===== src/rtl/sync_deser_pkg.sv =====
// Shared types and default geometry for the sync-hunting serial deserializer.
// Latency: n/a (declarations only).
// Backpressure: n/a.
package sync_deser_pkg;

  typedef enum logic [0:0] {
    HUNT = 1'b0,
    LOCK = 1'b1
  } state_t;

  localparam int             DEF_WIDTH        = 8;
  localparam int             DEF_SYNC_W       = 4;
  localparam logic [3:0]     DEF_SYNC_PATTERN = 4'b1011;
  localparam int             DEF_FRAME_WORDS  = 2;

endpackage


===== src/rtl/sync_deserializer_if.sv =====
// Serial input plus valid/ready word output bundle of the deserializer.
// Latency: n/a (wiring only).
// Backpressure: word_ready qualifies word_valid; perr exists only with PARITY_CHECK_EN.
interface sync_deserializer_if #(
  parameter int WIDTH = 8
);
  logic             d_in;
  logic             d_en;
  logic [WIDTH-1:0] word_out;
  logic             word_valid;
  logic             word_ready;
  logic             locked;
  logic             overrun;
`ifdef PARITY_CHECK_EN
  logic             perr;
`endif

  // deserializer side
  modport master (
    input  d_in, d_en, word_ready,
`ifdef PARITY_CHECK_EN
    output perr,
`endif
    output word_out, word_valid, locked, overrun
  );

  // stimulus / downstream side
  modport slave (
    output d_in, d_en, word_ready,
`ifdef PARITY_CHECK_EN
    input  perr,
`endif
    input  word_out, word_valid, locked, overrun
  );
endinterface


===== src/rtl/deser_shift_reg.sv =====
// Shift register: strobed bits enter the LSB, synchronous clear wins over shift, parallel read.
// Latency: 1 cycle from strobe to q.
// Backpressure: none; shifts on every edge with en=1.
module deser_shift_reg #(
  parameter int W = 8
) (
  input  logic         clk,
  input  logic         rst_n,
  input  logic         en,
  input  logic         clr,
  input  logic         d,
  output logic [W-1:0] q
);

  // clear has priority so a frame boundary can wipe the window on a strobed edge
  always_ff @(posedge clk or negedge rst_n) begin
    if (!rst_n)   q <= '0;
    else if (clr) q <= '0;
    else if (en)  q <= {q[W-2:0], d};
  end

endmodule


===== src/rtl/sync_deserializer.sv =====
// Hunts for SYNC_PATTERN in a strobed serial stream, then assembles FRAME_WORDS words of WIDTH bits.
// Latency: word/valid 1 cycle after its final bit; locked 1 cycle after the last sync bit.
// Backpressure: one held word; a word completing while the held one is unaccepted is dropped (overrun pulse).
// Optional: PARITY_CHECK_EN adds one even-parity bit per word and the perr pulse.
module sync_deserializer
  import sync_deser_pkg::*;
#(
  parameter int               WIDTH        = DEF_WIDTH,
  parameter int               SYNC_W       = DEF_SYNC_W,
  parameter logic [SYNC_W-1:0] SYNC_PATTERN = DEF_SYNC_PATTERN,
  parameter int               FRAME_WORDS  = DEF_FRAME_WORDS
) (
  input logic              clk,
  input logic              rst_n,
  sync_deserializer_if.master bus
);

  localparam logic [0:0] ST_HUNT = HUNT;
  localparam logic [0:0] ST_LOCK = LOCK;
`ifdef PARITY_CHECK_EN
  localparam int LAST_BIT = WIDTH;
`else
  localparam int LAST_BIT = WIDTH - 1;
`endif
  localparam int BCW = $clog2(WIDTH + 2);
  localparam int WCW = $clog2(FRAME_WORDS + 1);

  logic [0:0]        state;
  logic [BCW-1:0]    bit_cnt;
  logic [WCW-1:0]    word_cnt;
  logic [SYNC_W-1:0] win_q;
  logic [WIDTH-1:0]  asm_q;
  logic [WIDTH-1:0]  word_asm;
  logic              hunting, sync_hit, data_bit, word_done, frame_done, load, accept;
  logic              unused_msb;

  assign hunting    = (state == ST_HUNT);
  // the window compare includes the bit arriving on this edge
  assign sync_hit   = hunting && bus.d_en && ({win_q[SYNC_W-2:0], bus.d_in} == SYNC_PATTERN);
  assign data_bit   = !hunting && bus.d_en && (bit_cnt < BCW'(WIDTH));
  assign word_done  = !hunting && bus.d_en && (bit_cnt == BCW'(LAST_BIT));
  assign frame_done = word_done && (word_cnt == WCW'(FRAME_WORDS - 1));
  assign accept     = bus.word_valid && bus.word_ready;
  assign load       = word_done && (!bus.word_valid || bus.word_ready);
  assign bus.locked = (state == ST_LOCK);

`ifdef PARITY_CHECK_EN
  logic parity_bad;
  // the final strobe is the parity bit, so the data is already fully in the register
  assign word_asm   = asm_q;
  assign parity_bad = ^{asm_q, bus.d_in};
  assign unused_msb = win_q[SYNC_W-1];
`else
  // the final data bit is folded in combinationally so the word loads on its own edge
  assign word_asm   = {asm_q[WIDTH-2:0], bus.d_in};
  assign unused_msb = win_q[SYNC_W-1] ^ asm_q[WIDTH-1];
`endif

  deser_shift_reg #(.W(SYNC_W)) u_sync_win (
    .clk   (clk),
    .rst_n (rst_n),
    .en    (hunting && bus.d_en),
    .clr   (frame_done),
    .d     (bus.d_in),
    .q     (win_q)
  );

  deser_shift_reg #(.W(WIDTH)) u_word_asm (
    .clk   (clk),
    .rst_n (rst_n),
    .en    (data_bit),
    .clr   (sync_hit),
    .d     (bus.d_in),
    .q     (asm_q)
  );

  // hunt/lock sequencing with bit and word counters
  always_ff @(posedge clk or negedge rst_n) begin
    if (!rst_n) begin
      state    <= ST_HUNT;
      bit_cnt  <= '0;
      word_cnt <= '0;
    end else if (sync_hit) begin
      state    <= ST_LOCK;
      bit_cnt  <= '0;
      word_cnt <= '0;
    end else if (word_done) begin
      bit_cnt <= '0;
      if (frame_done) begin
        state    <= ST_HUNT;
        word_cnt <= '0;
      end else begin
        word_cnt <= word_cnt + WCW'(1);
      end
    end else if (!hunting && bus.d_en) begin
      bit_cnt <= bit_cnt + BCW'(1);
    end
  end

  // single-entry output holding register with drop-on-full
  always_ff @(posedge clk or negedge rst_n) begin
    if (!rst_n) begin
      bus.word_out   <= '0;
      bus.word_valid <= 1'b0;
      bus.overrun    <= 1'b0;
    end else begin
      bus.overrun <= word_done && !load;
      if (load) begin
        bus.word_out   <= word_asm;
        bus.word_valid <= 1'b1;
      end else if (accept) begin
        bus.word_valid <= 1'b0;
      end
    end
  end

`ifdef PARITY_CHECK_EN
  // one-cycle parity error pulse; the word itself is still delivered
  always_ff @(posedge clk or negedge rst_n) begin
    if (!rst_n) bus.perr <= 1'b0;
    else        bus.perr <= word_done && parity_bad;
  end
`endif

endmodule


===== src/flat_wrapper.sv =====
// flat-port wrapper written by rule: the top's interface ports become plain ports
module sync_deserializer_flat import sync_deser_pkg::*;
#(
  parameter int               WIDTH        = DEF_WIDTH,
  parameter int               SYNC_W       = DEF_SYNC_W,
  parameter logic [SYNC_W-1:0] SYNC_PATTERN = DEF_SYNC_PATTERN,
  parameter int               FRAME_WORDS  = DEF_FRAME_WORDS
)
  (clk, rst_n, bus_d_in, bus_d_en, bus_word_ready, bus_word_out, bus_word_valid, bus_locked, bus_overrun);
  sync_deserializer_if #(.WIDTH(WIDTH)) bus_i ();
  input logic clk;
  input logic rst_n;
  input wire logic [$bits(bus_i.d_in)-1:0] bus_d_in;
  input wire logic [$bits(bus_i.d_en)-1:0] bus_d_en;
  input wire logic [$bits(bus_i.word_ready)-1:0] bus_word_ready;
  output wire logic [$bits(bus_i.word_out)-1:0] bus_word_out;
  output wire logic [$bits(bus_i.word_valid)-1:0] bus_word_valid;
  output wire logic [$bits(bus_i.locked)-1:0] bus_locked;
  output wire logic [$bits(bus_i.overrun)-1:0] bus_overrun;
  assign bus_i.d_in = bus_d_in;
  assign bus_i.d_en = bus_d_en;
  assign bus_i.word_ready = bus_word_ready;
  assign bus_word_out = bus_i.word_out;
  assign bus_word_valid = bus_i.word_valid;
  assign bus_locked = bus_i.locked;
  assign bus_overrun = bus_i.overrun;
  sync_deserializer #(.WIDTH(WIDTH), .SYNC_W(SYNC_W), .SYNC_PATTERN(SYNC_PATTERN), .FRAME_WORDS(FRAME_WORDS)) u_core (.clk(clk), .rst_n(rst_n), .bus(bus_i));
endmodule

===== config.mk =====
export PLATFORM = sky130hd
export DESIGN_NAME = sync_deserializer_flat
export DESIGN_NICKNAME = d
export VERILOG_FILES = /design/src/rtl/sync_deser_pkg.sv /design/src/rtl/sync_deserializer_if.sv /design/src/rtl/deser_shift_reg.sv /design/src/rtl/sync_deserializer.sv /design/src/flat_wrapper.sv
export SDC_FILE = /design/constraint.sdc
export NUM_CORES = 1
export LEC_CHECK = 0
export CORE_MARGIN = 1
export CORE_UTILIZATION = 46
export CTS_BUF_LIST = sky130_fd_sc_hd__clkbuf_4 sky130_fd_sc_hd__clkbuf_8 sky130_fd_sc_hd__clkbuf_16
export DETAILED_ROUTE_END_ITERATION = 8
export PLACE_DENSITY = 0.77
export SKIP_CTS_REPAIR_TIMING = 1
export SYNTH_ARGS = -nofsm -noshare
export SYNTH_HDL_FRONTEND = slang
export SYNTH_SLANG_ARGS = --single-unit

===== constraint.sdc =====
create_clock -name clk -period 3.6 [get_ports clk]
set_clock_uncertainty 0.05 [all_clocks]
set_input_delay 0.9 -clock clk [delete_from_list [all_inputs] [get_ports clk]]
set_output_delay 0.9 -clock clk [all_outputs]
set_load 0.05 [all_outputs]

After elaboration in Yosys (flattened, before gate mapping)

Index checks and enable logic that the tools add are counted.

Bits in registers: 27
Input port bits: 5
Output and inout port bits: 11
Logic and storage cells: 49

$add $sub $neg: 2
Magnitude comparators: 1
Eq/ne operators: 3
Muxes and demuxes: 15
Bitwise logic cells: 1
Reduce and logical (&&, ||, !) cells: 19

Operators with widths:

| kind                                                 | number |
|---|---|
| 2-to-1 mux 7 bit                                     | 2 |
| 2-to-1 mux 4 bit                                     | 3 |
| nonzero test 2 bit                                   | 5 |
| logical AND 1 bit                                    | 9 |
| 2-to-1 mux 2 bit                                     | 3 |
| 2-to-1 mux 3 bit                                     | 2 |
| 2-to-1 mux 1 bit                                     | 5 |
| adder 4 x 1 -> 4 bit (second input constant)         | 1 |
| equality test 4 x 3 -> 1 bit (second input constant) | 1 |
| equality test 4 bit (second input constant)          | 1 |
| < comparator 4 bit (second input constant)           | 1 |
| nonzero test 3 bit                                   | 1 |
| adder 2 x 1 -> 2 bit (second input constant)         | 1 |
| equality test 2 x 1 -> 1 bit (second input constant) | 1 |
| logical NOT 1 bit                                    | 2 |
| AND reduction 2 bit                                  | 1 |
| logical OR 1 bit                                     | 1 |
| NOT 1 bit                                            | 1 |

Depth between registers and ports, before layout

Gate-level depths: netlist of run 1.

Depth after elaboration: 6
Depth in mapped cells: 6
Gate-level depth less buffers: 4

Modules after synthesis

A second synthesis of run 1 with hierarchy kept.

Cell total of the unflattened synthesis: 102
Area total of the unflattened synthesis: 1,293.7 um^2

By module, submodules not included:

| module                               | times used | cells an instance | area an instance (um^2) | sequential area each (um^2) |
|---|---|---|---|---|
| sync_deserializer                    | 1          | 63                | 808.3                   | 425.4 |
| deser_shift_reg at u_core.u_word_asm | 1          | 26                | 325.3                   | 200.2 |
| deser_shift_reg at u_core.u_sync_win | 1          | 13                | 160.2                   | 100.1 |

Least setup slack after synthesis of run 1

OpenSTA, ideal clock, no wires.

Path type: input port to flip-flop
Start point: input bus_d_en
End point: register u_core.bus.word_out[0]
Library setup time: 0.125 ns
Arrival time: 1.823 ns
Required time: 3.425 ns
Slack: 1.602 ns
Stages: 5
Buffers on the path: 2
Cells stage by stage: and3b_1 -> buf_6 -> and4_4 -> buf_6 -> mux2_4

Cells in the longest elaborated chain, start to end: 3

RTL lines:

| element                        | line                       | source |
|---|---|---|
| start: declaration             | flat_wrapper.sv:14         | `input wire logic [$bits(bus_i.d_en)-1:0] bus_d_en;` |
| logical AND 1 bit (2 in a row) | sync_deserializer.sv:41    | `assign word_done = !hunting && bus.d_en && (bit_cnt == BCW'(LAST_BIT));` |
| logical AND 1 bit              | sync_deserializer.sv:44    | `assign load = word_done && (!bus.word_valid \|\| bus.word_ready);` |
| end signal: assignment         | sync_deserializer.sv:109   | `bus.word_out <= word_asm;` |
| end: declaration               | sync_deserializer_if.sv:24 | `output word_out, word_valid, locked, overrun` |

No other way between the ends.
A chain may end at the register's enable or synchronous reset.

Worst setup path in the final report of run 1

Start point: register u_core.state, in the netlist u_core.bus.locked
End point: output bus_locked

RTL lines:

| element                  | line                    | source |
|---|---|---|
| start: declaration       | sync_deserializer.sv:28 | `logic [0:0] state;` |
| start signal: assignment | sync_deserializer.sv:80 | `state <= ST_HUNT;` |
| start signal: assignment | sync_deserializer.sv:84 | `state <= ST_LOCK;` |
| start signal: assignment | sync_deserializer.sv:90 | `state <= ST_HUNT;` |
| end: declaration         | flat_wrapper.sv:18      | `output wire logic [$bits(bus_i.locked)-1:0] bus_locked;` |

No word-level cell between the ends.

==> results.toml, run 1 <==
[setup_path]
startpoint_type = "flop"
worstPathRequired_ns = 2.65
rrSetupSlack_ns = 1.84
endpoint_kind = "output port"
cp_max_fo = 9
r2r_end = "u_core.bus.word_out[7]"
reg2regPathDepth = 3
critical_path.slowest_cell = "clkdlybuf4s50_1"
critPathMaxStageDelay_ns = 0.85
crit_buf_inv = 1
critical_path.cell_chain = "clkdlybuf4s50_1"
reg2reg_from = "u_core.bus.locked"
path_delay_family = "buffers and inverters"
critPathKind = "flop to output port"
arrival_ns = 1.66

[clock_network]
clockBufferDepth = 2
cts_made_buffers = 3
worstSkewPairLatency_ns = 0.31
clockRootBuffer = "clkbuf_4"
cts.clk_slew.worst_paths_ns = 0.13
cts_tree = "done"
h-tree-depth = 1
cts.sinks = 27

[floorplanning]
start_util = 0.4817
die_h_um = 52.70
die-area_um2 = 2777
design.core.area_um2 = 2455
io_pins = 16
std_cell_rows = 18
fp.dieW_um = 52.70

[cells_and_area]
drive_above_1_share = 0.1186
area_delta_synth_final_pct = 15.34
n_antenna_cell = 0
fin_util = 0.5556
multi_input_area_um2 = 455.4
final_cell_mix = "dfrtp_1 (27), nand2_1 (19), clkdlybuf4s50_1 (15)"
layout_commonest_cell = "dfrtp_1"
finalNetCount = 125
fillers = 218
regArea_um2 = 675.6

[routing]
drt-wirelength-per-cell_um = 12.84
drt_first_pass_iters = 4
ant_nets = 0
viasPerCell = 5.338
first_iter_violations = 17
wirelength_um = 1900
drc = 0
routed-via-count = 790

[pwr]
seqPwrFrac = 0.590
swShare = 0.3053
clockPowerShare = 0.200
pwr-share-comb = 0.210
vdd_drop_max_mv = 0.3271
power_leakage_nw = 0.6417
switching_power_w = 0.0002041
p_total_w = 0.0006683
p_int_w = 0.0004642
power.density_nw_per_um2 = 490.0

[placement]
dpl.hpwl_um = 1365
pre_cts_ws_ns = 0.8344
finalWeightedCongestion = 0.7347
io_buffers = 15

[sta]
rsz0062_at_grt = "no"
setup_viol = 0
fin_crit_ns = 2.613
slew_headroom = 0.5189
fmax_mhz = 382.6
fin_ws_ns = 0.9866
setup_tns_ns = 0
finalHoldViolCount = 0
finalCritPeriodShare = 0.7259
drv_slew = 0
worst_slew_pin_slew_ns = 0.7190

[logic_synthesis]
synthArstFlopShare = 1.000
netlist_area_um2 = 1182
synth_nets = 109
ys_types = 25
synth_seq_area_share = 0.5714
avgSynthCellArea_um2 = 11.48
synth_edf_count = 0
synth_ff_type = "dfrtp_1"
ys_warn_count = 0
ys_seq_elements = 27
synth_top_area_frac = 0.5714
yosysTopAreaCell = "dfrtp_1"
netlist_top_cells_area = "dfrtp_1 (57%), mux2_4 (10%), nand2_1 (6.0%)"
syn_inst = 103

[global_route]
grt_pass1_wl_um = 3222
grt_max_degree = 28
grt_pass1_vias = 738
grt_antenna_before_repair = 0
grt_remaining_overflow = 0
grt_use_total = 0.1582

[run_status]
status = "finished, final reports clean"

[hold_path]
hold_path.class = "flop to flop"
hold_depth = 1
worstHoldEndpoint = "u_core.bus.word_out[0]"
hp-start = "u_core.bus.word_out[0]"

[flow_run]
maxCapViolCount = 0
[metrics by stage]
stage / hold slack [ns] / instance area [µm²] / std cells
2_1_floorplan: 0.4313 / 1182 / 103
3_3_place_gp: 0.4463 / 1334 / 144
3_5_place_dp: 0.4466 / 1334 / 144
4_1_cts: 0.4797 / 1364 / 148
5_1_grt: 0.4992 / 1364 / 148
6_report: 0.4767 / 1364 / 148
[power groups by stage]
stage          clock network [W]  registers [W]  logic (W)
2_1_floorplan                  0       0.000411  0.0000863
3_3_place_gp                   0       0.000399   0.000137
3_5_place_dp                   0       0.000401   0.000142
4_1_cts                 0.000137       0.000395   0.000143
5_1_grt                 0.000145       0.000403   0.000157
6_report                0.000134       0.000394   0.000140
[sequential cells by signal (all words and copies together), names as in the netlist]
name and flops:
u_core.word_cnt 2, u_core.bus.overrun 1, u_core.u_word_asm.q 7, u_core.bus.word_out 8, u_core.u_sync_win.q 3, u_core.bus.word_valid 1, u_core.bit_cnt 4, u_core.bus.locked 1
[routing by layer]
metal | global-route usage | up-vias | part of all wire
met4 | 0.01316 | 0 | 0
met5 | 0 | - | 0
li1 | - | 382 | -
met3 | 0.05217 | 0 | 0.040
met1 | 0.2015 | 391 | 0.48
met2 | 0.2700 | 17 | 0.48
[cells by family (layout without fill, tap and decap cells)]
group / after synthesis / after routing / synth area share
compound gates: 15 / 15 / 0.07514
mux: 11 / 11 / 0.1270
flops: 27 / 27 / 0.5714
fa+ha+maj: 1 / 1 / 0.01058
simple gates: 42 / 42 / 0.1725
buf+inv: 7 / 22 / 0.04339
[layout make-up]
type / instances / area share
Clock buffer: 4 / 0.02202
Timing Repair Buffer: 16 / 0.1156
Inverter: 2 / 0.005505
Tap cell: 30 / 0.02752
Sequential cell: 27 / 0.4954
Multi-Input combinational cell: 69 / 0.3339
[cells in the mapped netlist, drive strengths merged (2+ instances only)]
master / instances
inv: 2
o22ai: 2
a21oi: 8
mux2: 8
nand2: 19
nor2: 6
nand2b: 3
mux2i: 3
buf: 5
nand3: 6
dfrtp: 27
nor3: 2
[worst max-delay path by stage]
stage,from,end,slack (ns),cells after the start
after floorplan,bus_d_en,u_core.bus.word_out[0],1.60,5
after global placement,bus_d_en,u_core.bus.word_out[0],0.89,4
after detailed placement,bus_d_en,u_core.bus.word_out[7],0.83,4
after CTS,u_core.bus.locked,bus_locked,0.98,1
after global routing,u_core.bus.locked,bus_locked,0.92,1
final,u_core.bus.locked,bus_locked,0.99,1
(Power assumes the default switching activity.)
==> run 2: changes to the inputs <==
--- a/config.mk
+++ b/config.mk
@@ -9,7 +9,7 @@
 export CORE_UTILIZATION = 46
 export CTS_BUF_LIST = sky130_fd_sc_hd__clkbuf_4 sky130_fd_sc_hd__clkbuf_8 sky130_fd_sc_hd__clkbuf_16
 export DETAILED_ROUTE_END_ITERATION = 8
-export PLACE_DENSITY = 0.77
+export PLACE_DENSITY = 0.79
 export SKIP_CTS_REPAIR_TIMING = 1
 export SYNTH_ARGS = -nofsm -noshare
 export SYNTH_HDL_FRONTEND = slang
==> constraint.sdc (replaced) <==
create_clock -name clk -period 2.1 [get_ports clk]
set_clock_uncertainty 0.05 [all_clocks]
set_input_delay 0.525 -clock clk [delete_from_list [all_inputs] [get_ports clk]]
set_output_delay 0.525 -clock clk [all_outputs]
set_load 0.05 [all_outputs]
==> run 2 against run 1 <==
Net effect: core utilization grew 2.5 points; global-route usage grew 1.2 points; final cell count rose by 4.1%; critical endpoint is now bus_word_valid; largest cell class unchanged; largest power group unchanged.
==> results.toml, run 2 (same netlist as run 1, synthesis figures left out) <==
[run_status]
status = "finished, final reports clean"

[cells_and_area]
reg_top3 = "u_core.bus.word_out (8), u_core.u_word_asm.q (7), u_core.bit_cnt (4)"
largest_register = "u_core.bus.word_out"
design_area_um2 = 1426
largest_reg_flops = 8
layout_commonest_cell = "dfrtp_1"
area_delta_synth_final_pct = 20.64
drive_above_1_share = 0.1694
finalNetCount = 131
final_cell_mix = "dfrtp_1 (27), nand2_1 (19)"
n_antenna_cell = 0

[global_route]
grt_max_degree = 28
grt_pass1_vias = 802
grt_remaining_overflow = 0
grt_pass1_wl_um = 3422
grt_use_total = 0.1698
grt_antenna_before_repair = 0

[routing]
first_iter_violations = 7
drc = 0
routed-via-count = 803
drt-wirelength-per-cell_um = 13.64
drt_first_pass_iters = 4
ant_nets = 0
wirelength_um = 2100
viasPerCell = 5.214

[setup_path]
endpoint_kind = "output port"
crit_buf_inv = 1
cp_max_fo = 2
arrival_ns = 1.47
path_delay_family = "buffers and inverters"
critical_path.cell_chain = "clkdlybuf4s50_1"
rrSetupSlack_ns = 0.52
critPathKind = "flop to output port"
critPathMaxStageDelay_ns = 0.80
critical_path.slowest_cell = "clkdlybuf4s50_1"
worstPathRequired_ns = 1.52
startpoint_type = "flop"

[floorplanning]
start_util = 0.4817
std_cell_rows = 18
io_pins = 16
design.core.area_um2 = 2455
fp.dieW_um = 52.70
die_h_um = 52.70
die-area_um2 = 2777

[placement]
placed_area_um2 = 1376
finalWeightedCongestion = 0.7261
dpl.hpwl_um = 1535
io_buffers = 15

[sta]
fmax_mhz = 488.3
finalHoldViolCount = 0
fin_crit_ns = 2.048
drv_slew = 0
setup_viol = 0
setup_tns_ns = 0
worst_slew_pin_slew_ns = 0.4998
slew_headroom = 0.6663
finalCritPeriodShare = 0.9753
rsz0062_at_grt = "no"

[pwr]
vdd_drop_max_mv = 0.5261
power.density_nw_per_um2 = 812.9
power_leakage_nw = 0.8205

[clock_network]
worstSkewPairLatency_ns = 0.31
cts_tree = "done"
cts_made_buffers = 3
clockBufferDepth = 2
h-tree-depth = 1
cts.sinks = 27
cts.clk_slew.worst_paths_ns = 0.15
clockRootBuffer = "clkbuf_4"

[flow_run]
maxCapViolCount = 0

[hold_path]
hold_path.class = "flop to flop"
-- run 2: cell types whose count changed in the layout (fill, tap and decap cells not counted) --
cell,before,now
clkdlybuf4s50_1,15,6
dlymetal6s2s_1,0,8
buf_4,1,8
-- run 2: final cells by class --
type | count | area, µm²
fillers | 220 | 1028
flip-flops and latches | 27 | 675.6
multi-input cells | 69 | 455.4
repair buffers | 22 | 220.2
well taps | 30 | 37.54
clock buffers | 4 | 30.03
inverters | 2 | 7.507
-- run 2: through the flow --
step	hold slack (ns)	std cells	worst slack [ns]	power, W	utilization
after floorplan	0.1794	103	0.1959	0.0008526	-
after global placement	0.4449	150	0.09725	0.0009239	0.5607
after detailed placement	0.4501	150	0.06335	0.0009456	0.5607
after CTS	0.4866	154	-0.003482	0.001175	0.5729
after global routing	0.4942	154	0.001857	0.001235	0.5810
final	0.4810	154	0.05192	0.001159	0.5810
-- run 2: final timing paths --
check                                       start                      to  depth (start not counted)
max reg2reg                     u_core.bit_cnt[0]  u_core.bus.word_out[5]                          3
min                        u_core.bus.word_out[3]  u_core.bus.word_out[3]                          1
min reg2reg                u_core.bus.word_out[3]  u_core.bus.word_out[3]                          1
min in group asynchronous                   rst_n  u_core.bus.word_out[2]                          2
max                         u_core.bus.word_valid          bus_word_valid                          1
max in group asynchronous                   rst_n       u_core.bit_cnt[3]                          2
-- run 2: power breakdown --
part | switching [W] | internal (W) | leakage (nW)
Clock | 0.000145 | 0.0000870 | 0.0184
Combinational | 0.000137 | 0.000115 | 0.444
Sequential | 0.0000740 | 0.000602 | 0.358
Total | 0.000355 | 0.000804 | 0.820
-- run 2: routing by layer --
| metal | global-route usage | vias up | wire length (µm) |
|---|---|---|---|
| li1 | - | 399 | - |
| met1 | 0.2103 | 392 | 913 |
| met2 | 0.2996 | 10 | 1109 |
| met3 | 0.02609 | 2 | 65 |
| met4 | 0.05263 | 0 | 12 |
| met5 | 0 | - | 0 |
==> run 3: changes to the inputs <==
--- a/config.mk
+++ b/config.mk
@@ -5,7 +5,7 @@
 export SDC_FILE = /design/constraint.sdc
 export NUM_CORES = 1
 export LEC_CHECK = 0
-export CORE_MARGIN = 1
+export CAP_MARGIN = 20
 export CORE_UTILIZATION = 46
 export CTS_BUF_LIST = sky130_fd_sc_hd__clkbuf_4 sky130_fd_sc_hd__clkbuf_8 sky130_fd_sc_hd__clkbuf_16
 export DETAILED_ROUTE_END_ITERATION = 8
==> results of run 3 <==
Same layout as run 2: the final DEF is identical, and so are final timing and power.
